### config.mk
export PLATFORM = sky130hd
export DESIGN_NAME = input_conditioner_flat
export DESIGN_NICKNAME = d
export VERILOG_FILES = /design/src/rtl/input_conditioner_if.sv /design/src/rtl/input_conditioner.sv /design/src/flat_wrapper.sv
export SDC_FILE = /design/constraint.sdc
export NUM_CORES = 1
export LEC_CHECK = 0
export ABC_AREA = 1
export BUFFER_PORTS_ARGS = -buffer_cell sky130_fd_sc_hd__buf_2
export CORE_MARGIN = 1
export CORE_UTILIZATION = 55
export CTS_CLUSTER_SIZE = 30
export DETAILED_ROUTE_END_ITERATION = 12
export PLACE_DENSITY_LB_ADDON = 0.1
export SYNTH_ARGS = -nofsm -noshare
export SYNTH_HDL_FRONTEND = slang
export SYNTH_SLANG_ARGS = --single-unit
### constraint.sdc
create_clock -name clk -period 1.9 [get_ports clk]
set_clock_uncertainty 0.1 [all_clocks]
set_input_delay 0.38 -clock clk [delete_from_list [all_inputs] [get_ports clk]]
set_output_delay 0.38 -clock clk [all_outputs]
set_load 0.01 [all_outputs]
### src/rtl/input_conditioner_if.sv
// Bundle of raw board inputs and conditioned outputs for input_conditioner.
// master: the side that drives the raw switch/button levels and consumes the
//         conditioned operand, complement select and strobes.
// slave:  the conditioner itself.
interface input_conditioner_if #(
    parameter int N_SW = 10
);
    logic [N_SW-1:0] switches_raw;
    logic            boton_raw;
    logic [N_SW-1:0] value;
    logic            negate;
    logic            value_stb;
    logic            press_stb;

    modport master (
        output switches_raw,
        output boton_raw,
        input  value,
        input  negate,
        input  value_stb,
        input  press_stb
    );

    modport slave (
        input  switches_raw,
        input  boton_raw,
        output value,
        output negate,
        output value_stb,
        output press_stb
    );
endinterface

### src/rtl/input_conditioner.sv
// input_conditioner: synchronizes and debounces the slide-switch bus and the
// push button ahead of the hex-display / two's-complement stage.
//
// A raw edge held stable is visible on value/negate exactly
// DEBOUNCE_CYCLES+2 clocks later: two clocks of synchronizer, then the
// qualification counter commits on the edge where it reaches
// DEBOUNCE_CYCLES-1. value_stb/press_stb pulse in that same cycle.
//
// Optional build macro: INPUT_COND_TOGGLE_EN
//   defined   -> negate is a toggle flop flipped by every press_stb
//   undefined -> negate follows the debounced button level (PRESSED/DISARMING)
module input_conditioner #(
    parameter int N_SW            = 10,
    parameter int DEBOUNCE_CYCLES = 500000,
    parameter int BTN_ACTIVE_LOW  = 1
) (
    input  logic                clk,
    input  logic                rst,
    input_conditioner_if.slave  cond_if
);

    // Counter value at which the next stable sample completes qualification.
    localparam logic [23:0] CNT_COMMIT   = 24'(DEBOUNCE_CYCLES - 2);
    // Defensive saturation ceiling for both qualification counters.
    localparam logic [23:0] CNT_SAT      = 24'(DEBOUNCE_CYCLES);
    // Raw button level when not pressed; synchronizer resets to it.
    localparam logic        BTN_IDLE_LVL = (BTN_ACTIVE_LOW != 0) ? 1'b1 : 1'b0;

    typedef enum logic [1:0] {
        ST_RELEASED  = 2'd0,
        ST_ARMING    = 2'd1,
        ST_PRESSED   = 2'd2,
        ST_DISARMING = 2'd3
    } btn_state_t;

    // ------------------------------------------------------------------
    // Synchronizers
    // ------------------------------------------------------------------
    logic [N_SW-1:0] r_sw_meta;
    logic [N_SW-1:0] r_sw_sync;
    logic            r_btn_meta;
    logic            r_btn_sync;
    logic            w_btn_pressed;

    // Two-flop synchronizer chains for the switch bus and the button.
    always_ff @(posedge clk) begin
        if (rst) begin
            r_sw_meta  <= {N_SW{1'b0}};
            r_sw_sync  <= {N_SW{1'b0}};
            r_btn_meta <= BTN_IDLE_LVL;
            r_btn_sync <= BTN_IDLE_LVL;
        end else begin
            r_sw_meta  <= cond_if.switches_raw;
            r_sw_sync  <= r_sw_meta;
            r_btn_meta <= cond_if.boton_raw;
            r_btn_sync <= r_btn_meta;
        end
    end

    // Normalize the synchronized button so that 1 always means pressed.
    assign w_btn_pressed = (BTN_ACTIVE_LOW != 0) ? ~r_btn_sync : r_btn_sync;

    // ------------------------------------------------------------------
    // Switch bus debounce (whole bus qualified as a group)
    // ------------------------------------------------------------------
    logic [N_SW-1:0] r_sw_prev;
    logic [23:0]     r_sw_cnt;
    logic [N_SW-1:0] r_value;
    logic            r_value_stb;
    logic [23:0]     w_sw_cnt_nxt;
    logic            w_sw_commit;

    // Next-count and commit decision for the switch bus.
    always_comb begin
        w_sw_cnt_nxt = r_sw_cnt;
        w_sw_commit  = 1'b0;
        if (r_sw_sync != r_sw_prev) begin
            // Bus moved this cycle: qualification restarts from scratch.
            w_sw_cnt_nxt = 24'd0;
        end else if (r_sw_sync != r_value) begin
            if (r_sw_cnt == CNT_COMMIT) begin
                w_sw_commit  = 1'b1;
                w_sw_cnt_nxt = r_sw_cnt + 24'd1;
            end else if (r_sw_cnt < CNT_SAT) begin
                w_sw_cnt_nxt = r_sw_cnt + 24'd1;
            end else begin
                w_sw_cnt_nxt = r_sw_cnt;
            end
        end else begin
            // Bus agrees with the committed operand: nothing pending, and a
            // bus that wandered back before commit leaves no residue.
            w_sw_cnt_nxt = 24'd0;
        end
    end

    // Switch debounce state, committed operand and its change strobe.
    always_ff @(posedge clk) begin
        if (rst) begin
            r_sw_prev   <= {N_SW{1'b0}};
            r_sw_cnt    <= 24'd0;
            r_value     <= {N_SW{1'b0}};
            r_value_stb <= 1'b0;
        end else begin
            r_sw_prev   <= r_sw_sync;
            r_sw_cnt    <= w_sw_cnt_nxt;
            r_value_stb <= w_sw_commit;
            if (w_sw_commit) begin
                r_value <= r_sw_sync;
            end else begin
                r_value <= r_value;
            end
        end
    end

    // ------------------------------------------------------------------
    // Button debounce FSM
    // ------------------------------------------------------------------
    btn_state_t  r_btn_state;
    btn_state_t  w_btn_state_nxt;
    logic [23:0] r_btn_cnt;
    logic [23:0] w_btn_cnt_nxt;
    logic        w_btn_press;
    logic        r_press_stb;
    logic        r_negate;
    logic        w_negate_nxt;

    // Button FSM next-state, counter and press-event logic.
    always_comb begin
        w_btn_state_nxt = r_btn_state;
        w_btn_cnt_nxt   = r_btn_cnt;
        w_btn_press     = 1'b0;
        case (r_btn_state)
            ST_RELEASED: begin
                w_btn_cnt_nxt = 24'd0;
                if (w_btn_pressed) begin
                    w_btn_state_nxt = ST_ARMING;
                end else begin
                    w_btn_state_nxt = ST_RELEASED;
                end
            end
            ST_ARMING: begin
                if (!w_btn_pressed) begin
                    w_btn_state_nxt = ST_RELEASED;
                    w_btn_cnt_nxt   = 24'd0;
                end else if (r_btn_cnt == CNT_COMMIT) begin
                    w_btn_state_nxt = ST_PRESSED;
                    w_btn_cnt_nxt   = 24'd0;
                    w_btn_press     = 1'b1;
                end else if (r_btn_cnt < CNT_SAT) begin
                    w_btn_cnt_nxt   = r_btn_cnt + 24'd1;
                end else begin
                    w_btn_cnt_nxt   = r_btn_cnt;
                end
            end
            ST_PRESSED: begin
                w_btn_cnt_nxt = 24'd0;
                if (!w_btn_pressed) begin
                    w_btn_state_nxt = ST_DISARMING;
                end else begin
                    w_btn_state_nxt = ST_PRESSED;
                end
            end
            ST_DISARMING: begin
                if (w_btn_pressed) begin
                    w_btn_state_nxt = ST_PRESSED;
                    w_btn_cnt_nxt   = 24'd0;
                end else if (r_btn_cnt == CNT_COMMIT) begin
                    w_btn_state_nxt = ST_RELEASED;
                    w_btn_cnt_nxt   = 24'd0;
                end else if (r_btn_cnt < CNT_SAT) begin
                    w_btn_cnt_nxt   = r_btn_cnt + 24'd1;
                end else begin
                    w_btn_cnt_nxt   = r_btn_cnt;
                end
            end
            default: begin
                w_btn_state_nxt = ST_RELEASED;
                w_btn_cnt_nxt   = 24'd0;
            end
        endcase
    end

`ifdef INPUT_COND_TOGGLE_EN
    // Complement mode flips on every qualified press; release is ignored.
    always_comb begin
        w_negate_nxt = r_negate;
        if (w_btn_press) begin
            w_negate_nxt = ~r_negate;
        end else begin
            w_negate_nxt = r_negate;
        end
    end
`else
    // Complement mode follows the debounced button level.
    always_comb begin
        w_negate_nxt = 1'b0;
        if ((w_btn_state_nxt == ST_PRESSED) || (w_btn_state_nxt == ST_DISARMING)) begin
            w_negate_nxt = 1'b1;
        end else begin
            w_negate_nxt = 1'b0;
        end
    end
`endif

    // Button FSM state register, counter, press strobe and negate output.
    always_ff @(posedge clk) begin
        if (rst) begin
            r_btn_state <= ST_RELEASED;
            r_btn_cnt   <= 24'd0;
            r_press_stb <= 1'b0;
            r_negate    <= 1'b0;
        end else begin
            r_btn_state <= w_btn_state_nxt;
            r_btn_cnt   <= w_btn_cnt_nxt;
            r_press_stb <= w_btn_press;
            r_negate    <= w_negate_nxt;
        end
    end

    // ------------------------------------------------------------------
    // Outputs (all registered)
    // ------------------------------------------------------------------
    assign cond_if.value     = r_value;
    assign cond_if.value_stb = r_value_stb;
    assign cond_if.press_stb = r_press_stb;
    assign cond_if.negate    = r_negate;

endmodule
### src/flat_wrapper.sv
// flat-port wrapper written by rule: the top's interface ports become plain ports
module input_conditioner_flat 
#(
    parameter int N_SW            = 10,
    parameter int DEBOUNCE_CYCLES = 500000,
    parameter int BTN_ACTIVE_LOW  = 1
)
  (clk, rst, cond_if_switches_raw, cond_if_boton_raw, cond_if_value, cond_if_negate, cond_if_value_stb, cond_if_press_stb);
  input_conditioner_if #(.N_SW(N_SW)) cond_if_i ();
  input  logic clk;
  input  logic rst;
  input wire logic [$bits(cond_if_i.switches_raw)-1:0] cond_if_switches_raw;
  input wire logic [$bits(cond_if_i.boton_raw)-1:0] cond_if_boton_raw;
  output wire logic [$bits(cond_if_i.value)-1:0] cond_if_value;
  output wire logic [$bits(cond_if_i.negate)-1:0] cond_if_negate;
  output wire logic [$bits(cond_if_i.value_stb)-1:0] cond_if_value_stb;
  output wire logic [$bits(cond_if_i.press_stb)-1:0] cond_if_press_stb;
  assign cond_if_i.switches_raw = cond_if_switches_raw;
  assign cond_if_i.boton_raw = cond_if_boton_raw;
  assign cond_if_value = cond_if_i.value;
  assign cond_if_negate = cond_if_i.negate;
  assign cond_if_value_stb = cond_if_i.value_stb;
  assign cond_if_press_stb = cond_if_i.press_stb;
  input_conditioner #(.N_SW(N_SW), .DEBOUNCE_CYCLES(DEBOUNCE_CYCLES), .BTN_ACTIVE_LOW(BTN_ACTIVE_LOW)) u_core (.clk(clk), .rst(rst), .cond_if(cond_if_i));
endmodule
* Word-level counts from Yosys, hierarchy flattened *
Cells that the tools add are included.

storage, ports and cells
  flip-flop bits (word level) = 95
  input bits = 13
  output and inout port bits = 13
  word-level logic and storage cells = 52

cells by class
  $add $sub $neg = 2
  $lt $le $gt $ge = 2
  eq/ne operators = 9
  muxes and demuxes = 19
  bitwise operators = 2
  reduce and logical (&&, ||, !) cells = 6

operator list
  operator                 number
  $mux W24                 6
  $pmux W24 S3             1
  $add A24 B1 Y24 const B  2
  $eq A24 B19 Y1 const B   2
  $lt A24 B19 Y1 const B   2
  $ne A10 B10 Y1           2
  $eq A2 B2 Y1 const B     4
  $mux W2                  4
  $pmux W2 S4              1
  $mux W1                  7
  $reduce_or A3 Y1         2
  $eq A2 B1 Y1 const B     1
  $logic_not A2 Y1         1
  $not A1 Y1               2
  $reduce_bool A2 Y1       1
  $reduce_or A2 Y1         1
  $logic_or A1 B1 Y1       1

* Longest topological paths before layout *
Gate-level depths: netlist of the first run.

  depth after elaboration = 7
  depth in mapped cells = 13
  depth with buffers taken out = 12

* Least setup slack after synthesis of the first run *
OpenSTA, ideal clock, no wires.

  path type = reg2reg
  start point = register u_core.r_sw_cnt[5]
  end point = register u_core.r_value[0] (netlist: u_core.cond_if.value[0])
  library setup time = 110 ps
  arrival time = 1239 ps
  slack = 451 ps
  stages on the path, launching flop included = 8
  buffers on the path = 1
  period minus slack after synthesis = 1449 ps
  path through = dfxtp_1 nor3_4 nand4_2 nor2_4 buf_4 nand4_1 nand2_1 nor2_1

on the way
  longest elaborated chain between the ends = 4

RTL lines
  item                      line                      source
  start: declaration        input_conditioner.sv:67   logic [23:0] r_sw_cnt;
  start signal: assignment  input_conditioner.sv:105  r_sw_cnt <= w_sw_cnt_nxt;
  $eq A24 B19 Y1            input_conditioner.sv:81   if (r_sw_cnt == CNT_COMMIT) begin
  $mux W1                   input_conditioner.sv:81
  $mux W1                   input_conditioner.sv:80   end else if (r_sw_sync != r_value) begin
  $mux W1                   input_conditioner.sv:77   if (r_sw_sync != r_sw_prev) begin
  end signal: assignment    input_conditioner.sv:101  r_value <= {N_SW{1'b0}};
  end signal: assignment    input_conditioner.sv:108  r_value <= r_sw_sync;
  end signal: assignment    input_conditioner.sv:110  r_value <= r_value;
  end: declaration          input_conditioner.sv:68   logic [N_SW-1:0] r_value;

Every way passes these cells.
A chain may end at the register's enable or synchronous reset.

* Worst setup path after layout of the first run *
  start point = register u_core.r_sw_sync[5]
  end point = register u_core.r_value[7] (netlist: u_core.cond_if.value[7])

on the way
  longest elaborated chain between the ends = 3
  elaborated cells on any way between the ends = 4

RTL lines
  item                      line                     source
  start: declaration        input_conditioner.sv:40  logic [N_SW-1:0] r_sw_sync;
  start signal: assignment  input_conditioner.sv:49  r_sw_sync <= {N_SW{1'b0}};
  start signal: assignment  input_conditioner.sv:54  r_sw_sync <= r_sw_meta;
  $ne A10 B10 Y1            input_conditioner.sv:80
  $mux W1                   input_conditioner.sv:80
  $mux W1 *                 input_conditioner.sv:77

Every way passes the cells marked *; elsewhere a longest branch is shown, timed or not.

==> results of run 1 <==
==> flip-flops by register name, summed over array words and instances (netlist names) <==
register / cells
u_core.r_sw_meta: 10
u_core.cond_if.value_stb: 1
u_core.r_btn_state: 2
u_core.r_btn_meta: 1
u_core.cond_if.negate: 1
u_core.r_sw_sync: 10
u_core.cond_if.press_stb: 1
u_core.r_btn_sync: 1
u_core.r_sw_prev: 10
u_core.cond_if.value: 10
u_core.r_btn_cnt: 24
u_core.r_sw_cnt: 24
==> final cells by class <==
type | instances | share of cell area [%]
repair buffers | 45 | 5.422
well taps | 105 | 2.475
flip-flops and latches | 95 | 35.83
clock buffers | 10 | 2.593
clock inverters | 6 | 1.155
multi-input cells | 466 | 43.21
inverters | 131 | 9.312
==> repair_timing <==
action	4_1_cts	5_1_grt
setup endpoints to repair	0	7
endpoints found under the hold margin	0	0
buffers inserted	0	7
resized for setup	0	1
==> layer usage <==
metal / part of all wire [%] / vias to the layer above / global-route usage [%]
met3: 2.9 / 13 / 3.907
met2: 47 / 53 / 37.62
met5: 0 / - / 0
li1: - / 2223 / -
met4: 1.7 / 0 / 9.701
met1: 48 / 1837 / 26.75
==> metrics by stage <==
step	cell area (um^2)	hold slack (ps)
after floorplan	4818	288.3
after global placement	5054	289.4
after detailed placement	5054	296.6
after CTS	5253	90.97
after global routing	5308	97.17
final	5308	102.4
==> worst paths after layout <==
check,slack [ps],endpoint,cells past startpoint
setup / recovery,150,u_core.cond_if.value[7]$_SDFFE_PP0P_,11
hold / removal,100,u_core.r_btn_meta$_SDFF_PP1_,2
setup reg to reg,150,u_core.cond_if.value[7]$_SDFFE_PP0P_,11
hold reg to reg,300,u_core.r_sw_sync[2]$_SDFF_PP0_,2
==> worst max-delay path: stages, from the launching register on <==
cell	delay [ps]
dfxtp_1	400
inv_2	80
nand2_1	60
nand2_1	50
nor2_1	120
nand3_1	130
nor2_4	200
buf_4	180
nand3_4	140
nand2_1	100
inv_1	40
nor2_1	100
==> power by group <==
group	switching [W]	leakage, nW	internal (W)
registers	0.0000163	0.771	0.00202
clock network	0.000775	0.0986	0.000546
logic	0.000109	1.55	0.0000715
total	0.000900	2.42	0.00264
==> logic make-up (layout without fill, tap and decap cells) <==
family / Yosys count / in the layout
and+or+nand+nor: 414 / 414
buffers and inverters: 148 / 192
DFF: 95 / 95
AOI/OAI and AO/OA: 32 / 32
xor gates and xnor gates: 16 / 16
adders and majority gates: 4 / 4
==> cell usage in the layout, fill, tap and decap left out, types with 11 or more instances in the layout <==
cell type  instances
nor2_2            12
nand4_1           26
buf_2             25
buf_4             19
a21oi_1           14
o21ai_1           13
nand3_1           19
inv_2             17
inv_1            113
nor2_1           116
nand2_1          189
dfxtp_1           95
xor2_1            11
==> flow_summary.yaml, run 1 <==
floorplanning:
  fp.dieW_um: 95.60
  io_pins: 26
  initial_core_util_pct: 57.77
  core-area_um2: 8341
  rows: 33
  die_height_um: 95.60
  dieArea_um2: 9139
sta:
  fin_crit_sh_pct: 91.99
  hold_viol_final: 0
  slew-limit-headroom_pct: 77.69
  setup_viol: 0
  tns_ps: 0
  timing.final.max_slew_violations: 0
  worst_slack_ps: 152.2
  final.min_clock_period_ps: 1748
  worst_slew_pin_slew_ps: 334.7
  clock.fmax_mhz: 572.1
yosys:
  synth_cell_type_count: 34
  yosys.area.top_type: "dfxtp_1"
  synth_area_leaders: "dfxtp_1 39%, nand2_1 15%, nor2_1 9.0%"
  yosys.area_share.adder_pct: 1.039
  synth_top_family_by_area: "simple AND/OR/NAND/NOR gates"
  syn_inst: 709
  synth_fp_nets: 726
  synth-simple-area-share_pct: 40.15
  avgSynthCellArea_um2: 6.796
  muxShareOfSynthArea_pct: 0
  synth_flop_cell: "dfxtp_1"
  ys_async_sr_fraction_pct: 0
  synth_compound_area_share_pct: 3.454
  post-synth-top-count-cell: "nand2_1"
  synth_area_um2: 4818
  synth_warnings: 0
  ys_top_cells_by_count: "190 x nand2_1, 116 x nor2_1, 113 x inv_1"
  synth_top_area_share_pct: 39.47
  ys_seq_elements: 95
  ys_seq_area_share_pct: 39.47
  synth-edff-count: 0
  synth_xor_area_share_pct: 2.908
layout:
  diodes: 0
  multiInputGateArea_um2: 2293
  postLayoutCoreUtil_pct: 63.64
  area_growth_pct: 10.15
  nNetsFinal: 765
  final_layout_size_suffix_gt1_share_pct: 17.40
  final_cells: 858
  fill_cells: 771
  seq_area_um2: 1902
global_route:
  grt_max_degree: 34
  grt_pass1_vias: 3655
  grtUsageTotal_pct: 21.94
  grt_pass1_wl_um: 15680
  antenna_found_initial: 0
  overflow: 0
critical_path:
  worstPathArrival_ps: 1950
  path_class: "reg2reg"
  cp_max_fo: 10
  startpoint_type: "register"
  reg2reg_from: "u_core.r_sw_sync[5]$_SDFF_PP0_"
  required_ps: 2100
  end_kind: "register"
  startpoint: "u_core.r_sw_sync[5]$_SDFF_PP0_"
power_and_ir_drop:
  p_per_area_nw_per_um2: 666.5
  ir_drop_mv: 0.3619
  leakagePower_nw: 2.418
  p_total_w: 0.003537
status:
  outcome: "finished, final reports clean"
cts:
  htreeDepth: 3
  tritoncts: "yes"
  clock-sinks: 95
  clock_latency_ps: 370
  postCtsHoldBufs: 0
  cts_buffer_depth: 2
  cts_buffers: 9
  clk_pin_slew_ps: 110
  root_buffer: "clkbuf_8"
drt:
  ant_nets: 0
  drc: 0
  routed-via-count: 4126
  detail_route.wl_per_cell_um: 10.81
  drt-total-wl_um: 9278
  drt_iter0_drc: 127
  firstDrtPassIters: 4
  via_per_inst: 4.809
placement:
  post-place-ws_ps: 139.3
  dp_cells: 835
  place_hpwl_um: 6910
  place.port_buffers: 25
  gp_congestion: 0.8812
run:
  cap_violations: 0
hold_path:
  hold_start: "cond_if_boton_raw"
  min_path_type: "in2reg"
Power figures use the tool's default switching activity.
==> run 2: changes to the inputs <==
--- a/config.mk
+++ b/config.mk
@@ -7,8 +7,10 @@
 export LEC_CHECK = 0
 export ABC_AREA = 1
 export BUFFER_PORTS_ARGS = -buffer_cell sky130_fd_sc_hd__buf_2
+export CELL_PAD_IN_SITES_DETAIL_PLACEMENT = 0
+export CELL_PAD_IN_SITES_GLOBAL_PLACEMENT = 2
 export CORE_MARGIN = 1
-export CORE_UTILIZATION = 55
+export CORE_UTILIZATION = 37
 export CTS_CLUSTER_SIZE = 30
 export DETAILED_ROUTE_END_ITERATION = 12
 export PLACE_DENSITY_LB_ADDON = 0.1
==> constraint.sdc (replaced) <==
create_clock -name clk -period 2.2 [get_ports clk]
set_clock_uncertainty 0.1 [all_clocks]
set_input_delay 0.44 -clock clk [delete_from_list [all_inputs] [get_ports clk]]
set_output_delay 0.44 -clock clk [all_outputs]
set_load 0.01 [all_outputs]
==> run 2 against run 1 <==
Die area rose by 48%. Total power fell by 0.44%. Largest power group unchanged. Clock power rose by 23%. Critical path depth fell by 1. Clock-buffer cell count rose by 1. Final area rose by 1.6%. Combinational power fell by 21%. First-iteration DRC count rose by 66%.
==> flow_summary.yaml, run 2 (synthesized netlist as in run 1, its figures left out) <==
drt:
  drt-total-wl_um: 10270
  detail_route.wl_per_cell_um: 11.25
  via_per_inst: 4.366
  ant_nets: 0
  drt_iter0_drc: 211
  firstDrtPassIters: 4
  drc: 0
  routed-via-count: 3986
cts:
  tritoncts: "yes"
  clk_pin_slew_ps: 70
  htreeDepth: 3
  root_buffer: "clkbuf_16"
  clock_latency_ps: 350
  postCtsResizedCells: 0
  cts_buffers: 9
  post-cts-setup-buffers: 0
  postCtsHoldBufs: 0
  cts_buffer_depth: 2
  clock-sinks: 95
sta:
  timing.final.max_slew_violations: 0
  holdWs_ps: 186.3
  fin_crit_sh_pct: 83.18
  tns_ps: 0
  grt_setup_unrepaired: "false"
  setup_viol: 0
  worst_slew_pin_slew_ps: 366.3
  clock.fmax_mhz: 546.5
  slew-limit-headroom_pct: 75.58
  hold_viol_final: 0
  final.min_clock_period_ps: 1830
power_and_ir_drop:
  p_per_area_nw_per_um2: 653.2
  power.switching_w: 0.0008039
  p_comb_share_pct: 4.0
  leakagePower_nw: 2.401
  power_frac_seq_pct: 49.9
  p_int_w: 0.002718
  ir_drop_mv: 0.2759
  switching_share_pct: 22.83
  pwr-share-clk_pct: 46.1
global_route:
  grt_pass1_vias: 3631
  overflow: 0
  grtUsageTotal_pct: 16.75
  antenna_found_initial: 0
  grt_max_degree: 34
  grt_pass1_wl_um: 17250
layout:
  most-common-layout-cells: "190 x nand2_1, 116 x nor2_1, 113 x inv_1, 95 x dfxtp_1, 26 x nand4_1"
  diodes: 0
  final_area_um2: 5391
  final_layout_size_suffix_gt1_share_pct: 15.79
  nNetsFinal: 753
  layout.cells.most_common: "nand2_1"
  area_growth_pct: 11.89
  largestRegisters: "u_core.r_btn_cnt: 24 flops, u_core.r_sw_cnt: 24 flops"
critical_path:
  worstPathArrival_ps: 2020
  path_cells: "inv_2 > nand2_1 > nand2_1 > nor2_1 > nand3_1 > nor2_4 > nand3_4 > inv_4 > nand2_1 > nor2_1"
  critPathTopFamily: "simple AND/OR/NAND/NOR gates"
  end_kind: "register"
  required_ps: 2390
  startpoint_type: "register"
  critPathMaxStageDelay_ps: 390
  path_class: "reg2reg"
  worst_path_max_delay_cell: "dfxtp_1"
  cp_num_buf_inv: 2
  cp_max_fo: 15
  timing.critical_path.mode_cell: "nand2_1"
run:
  cap_violations: 0
floorplanning:
  io_pins: 26
  core-area_um2: 12670
  initial_core_util_pct: 38.03
  rows: 41
  fp.dieW_um: 116.1
  dieArea_um2: 13480
  die_height_um: 116.1
hold_path:
  min_path_type: "in2reg"
placement:
  dpl_cell_area_um2: 5087
  place_hpwl_um: 7595
  place.port_buffers: 25
  gp_congestion: 0.7716
status:
  outcome: "finished, final reports clean"
run 2: worst paths after layout:
check / start / endpoint / slack, ps / cells past startpoint
setup / recovery: u_core.r_sw_sync[2]$_SDFF_PP0_ / u_core.r_sw_cnt[7]$_SDFFE_PP0P_ / 370 / 10
hold / removal: cond_if_boton_raw / u_core.r_btn_meta$_SDFF_PP1_ / 190 / 2
hold reg to reg: u_core.r_sw_meta[3]$_SDFF_PP0_ / u_core.r_sw_sync[3]$_SDFF_PP0_ / 300 / 2
setup reg to reg: u_core.r_sw_sync[2]$_SDFF_PP0_ / u_core.r_sw_cnt[7]$_SDFFE_PP0P_ / 370 / 10
run 2: worst register-to-register path, cell delays in order, from the launching register on:
cell     delay, ps
dfxtp_1        390
inv_2           80
nand2_1         60
nand2_1         70
nor2_1         110
nand3_1        120
nor2_4         230
nand3_4        210
inv_4          220
nand2_1         80
nor2_1          90
run 2: power by group through the flow:
stage | Clock [W] | Sequential [W] | Combinational, W
5_1_grt | 0.00176 | 0.00176 | 0.000163
3_3_place_gp | 0 | 0.00180 | 0.000144
6_report | 0.00162 | 0.00176 | 0.000142
3_5_place_dp | 0 | 0.00180 | 0.000145
4_1_cts | 0.00168 | 0.00176 | 0.000146
2_1_floorplan | 0 | 0.00179 | 0.000107
run 2: layout make-up:
type | instances | area [um^2]
fillers | 1361 | 7279
multi-input cells | 466 | 2291
flip-flops and latches | 95 | 1902
inverters | 131 | 494.2
clock buffers | 11 | 242.7
well taps | 172 | 215.2
repair buffers | 33 | 185.2
clock inverters | 5 | 61.31
run 2: metrics by stage:
| step | util, % | instances | total power [W] | worst slack, ps |
|---|---|---|---|---|
| global route | 42.55 | 913 | 0.003684 | 121.1 |
| global placement | 40.15 | 897 | 0.001941 | 365.9 |
| finish | 42.55 | 913 | 0.003522 | 370.1 |
| floorplan | - | 709 | 0.001901 | 744.0 |
| CTS | 42.55 | 913 | 0.003586 | 331.6 |
| detailed placement | 40.15 | 897 | 0.001943 | 354.6 |
run 2: metal layers:
layer	track usage [%]	part of all wire [%]
met4	8.632	2.3
met5	0	0
met3	2.647	3.1
met2	26.59	45
met1	22.02	50
==> run 3: changes to the inputs <==
--- a/config.mk
+++ b/config.mk
@@ -10,7 +10,7 @@
 export CELL_PAD_IN_SITES_DETAIL_PLACEMENT = 0
 export CELL_PAD_IN_SITES_GLOBAL_PLACEMENT = 2
 export CORE_MARGIN = 1
-export CORE_UTILIZATION = 37
+export CORE_UTILIZATION = 31
 export CTS_CLUSTER_SIZE = 30
 export DETAILED_ROUTE_END_ITERATION = 12
 export PLACE_DENSITY_LB_ADDON = 0.1
==> constraint.sdc (replaced) <==
create_clock -name clk -period 1.5 [get_ports clk]
set_clock_uncertainty 0.1 [all_clocks]
set_input_delay 0.3 -clock clk [delete_from_list [all_inputs] [get_ports clk]]
set_output_delay 0.3 -clock clk [all_outputs]
set_load 0.01 [all_outputs]
==> run 3 against run 2 <==
The run now ends with setup timing left. Sequential cell count is the same. Wire length grew 23%. Clock-buffer cell count is the same. Total power grew 48%. Critical path type unchanged.
==> flow_summary.yaml, run 3 (synthesized netlist as in run 1, its figures left out) <==
power_and_ir_drop:
  leakagePower_nw: 3.340
  ir_drop_mv: 0.4458
  p_per_area_nw_per_um2: 721.5
sta:
  tns_ps: -2945
  worst_slew_pin_slew_ps: 390.3
  holdWs_ps: 56.46
  fin_crit_sh_pct: 108.6
  slew-limit-headroom_pct: 73.74
  clock.fmax_mhz: 613.9
  timing.final.max_slew_violations: 0
  setup_viol: 59
  grt_setup_unrepaired: "true"
  hold_viol_final: 0
  worst_slack_ps: -128.9
  final.min_clock_period_ps: 1629
placement:
  place_hpwl_um: 8786
  place.port_buffers: 25
  gp_congestion: 0.7705
  post-place-ws_ps: -194.2
  dp_cells: 1033
floorplanning:
  die_height_um: 126.7
  initial_core_util_pct: 31.70
  dieArea_um2: 16050
  core-area_um2: 15200
  io_pins: 26
  fp.dieW_um: 126.7
  rows: 45
run:
  cap_violations: 0
hold_path:
  hold_start: "cond_if_switches_raw[8]"
  worstHoldEndpoint: "u_core.r_sw_meta[8]$_SDFF_PP0_"
  min_path_cells: 3
  min_path_type: "in2reg"
critical_path:
  reg2reg_from: "u_core.r_btn_cnt[1]$_SDFF_PP0_"
  critPathMaxStageDelay_ps: 380
  end_kind: "register"
  cp_max_fo: 4
  r2r_slack_ps: -130
  r2r_cells: 8
  startpoint_type: "register"
  required_ps: 1640
  path_cells: "ha_4 > inv_2 > nor2_4 > nand3_4 > nor4_4 > nand2_4 > nor2_2 > nor2_1"
  r2r-end: "u_core.r_btn_cnt[14]$_SDFF_PP0_"
  path_class: "reg2reg"
  worstPathArrival_ps: 1770
  worst_path_max_delay_cell: "dfxtp_4"
drt:
  detail_route.wl_per_cell_um: 11.82
  routed-via-count: 4646
  drc: 0
  via_per_inst: 4.342
  drt_iter0_drc: 137
  drt-total-wl_um: 12650
  firstDrtPassIters: 6
  ant_nets: 0
layout:
  postLayoutCoreUtil_pct: 47.67
  area_growth_pct: 50.40
  layout.cells.most_common: "nand2_1"
  final_layout_size_suffix_gt1_share_pct: 46.83
  most-common-layout-cells: "152 x nand2_1, 117 x buf_4, 101 x inv_1, 81 x nor2_1, 56 x dfxtp_1"
  largestRegisters: "u_core.r_btn_cnt: 24 flops, u_core.r_sw_cnt: 24 flops"
  final_cells: 1070
  diodes: 0
  nNetsFinal: 894
cts:
  tritoncts: "yes"
  htreeDepth: 3
  cts_buffer_depth: 2
  clock-sinks: 95
  root_buffer: "clkbuf_16"
  cts_buffers: 9
  clock_latency_ps: 340
  clk_pin_slew_ps: 70
global_route:
  grtUsageMet2_pct: 30.45
  grtUsageTotal_pct: 16.86
  grt_pass1_wl_um: 21670
  antenna_found_initial: 0
  grt_pass1_vias: 4771
  busiest_layer: "met2"
  grt_max_degree: 34
  overflow: 0
  gr-usage-met3_pct: 2.615
  grtUsageMet1_pct: 19.96
status:
  outcome: "finished with violations"
  violations: "setup timing"
==> run 3: changes by cell type in the layout (fill, tap and decap cells not counted), sizes merged <==
cell      delta
nand3        +1
buf        +136
clkinvlp     +1
clkbuf       +1
nand2        +2
==> run 3: power by group <==
| part | internal (W) | switching [W] | total (W) | leakage, nW |
|---|---|---|---|---|
| Clock | 0.00135 | 0.00101 | 0.00236 | 0.147 |
| Combinational | 0.000125 | 0.000173 | 0.000298 | 2.40 |
| Sequential | 0.00255 | 0.0000204 | 0.00257 | 0.792 |
==> run 3: layer usage <==
layer	routed length, um	share of wire (%)	vias up
met3	200	1.6	11
met5	0	0	-
met1	5784	46	2127
met2	6484	51	23
met4	177	1.4	0
li1	-	-	2485
==> run 3: worst max path at each step <==
stage	start	endpoint	slack, ps	cells past startpoint
after floorplan	u_core.r_sw_cnt[5]$_SDFFE_PP0P_	u_core.cond_if.value[0]$_SDFFE_PP0P_	50	7
after global placement	u_core.r_btn_cnt[1]$_SDFF_PP0_	u_core.r_btn_cnt[14]$_SDFF_PP0_	-180	8
after detailed placement	u_core.r_sw_sync[1]$_SDFF_PP0_	u_core.cond_if.value[3]$_SDFFE_PP0P_	-190	11
after CTS	u_core.r_sw_sync[0]$_SDFF_PP0_	u_core.cond_if.value[3]$_SDFFE_PP0P_	-100	11
after global routing	u_core.r_sw_sync[1]$_SDFF_PP0_	u_core.r_sw_cnt[11]$_SDFFE_PP0P_	-210	10
final	u_core.r_btn_cnt[1]$_SDFF_PP0_	u_core.r_btn_cnt[14]$_SDFF_PP0_	-130	8
==> run 3: layout make-up <==
type | instances | area (um^2)
Clock buffer | 11 | 242.7
Clock inverter | 5 | 63.81
Fill cell | 1569 | 7955
Inverter | 131 | 509.2
Multi-Input combinational cell | 469 | 2868
Sequential cell | 95 | 1971
Tap cell | 188 | 235.2
Timing Repair Buffer | 170 | 1351
Timing Repair inverter | 1 | 6.256
==> run 3: critical path, delay by kind of cell (launching register included) <==
kind	cells	cell delay (ps)
simple gates	6	880
flops	1	380
fa+ha+maj	1	130
buf+inv	1	40
==> run 3: through the flow <==
stage | total power (W) | instance area, um^2
floorplan | 0.002788 | 4818
global placement | 0.002888 | 6021
detailed placement | 0.002891 | 6021
CTS | 0.005327 | 6803
global route | 0.005468 | 7247
finish | 0.005229 | 7247
==> run 3: timing repair <==
action,CTS,global route
hold buffers,0,0
gates resized for setup,112,127
cloned,5,1
setup endpoints to repair,62,63
pin swaps,59,64
setup buffers,10,8
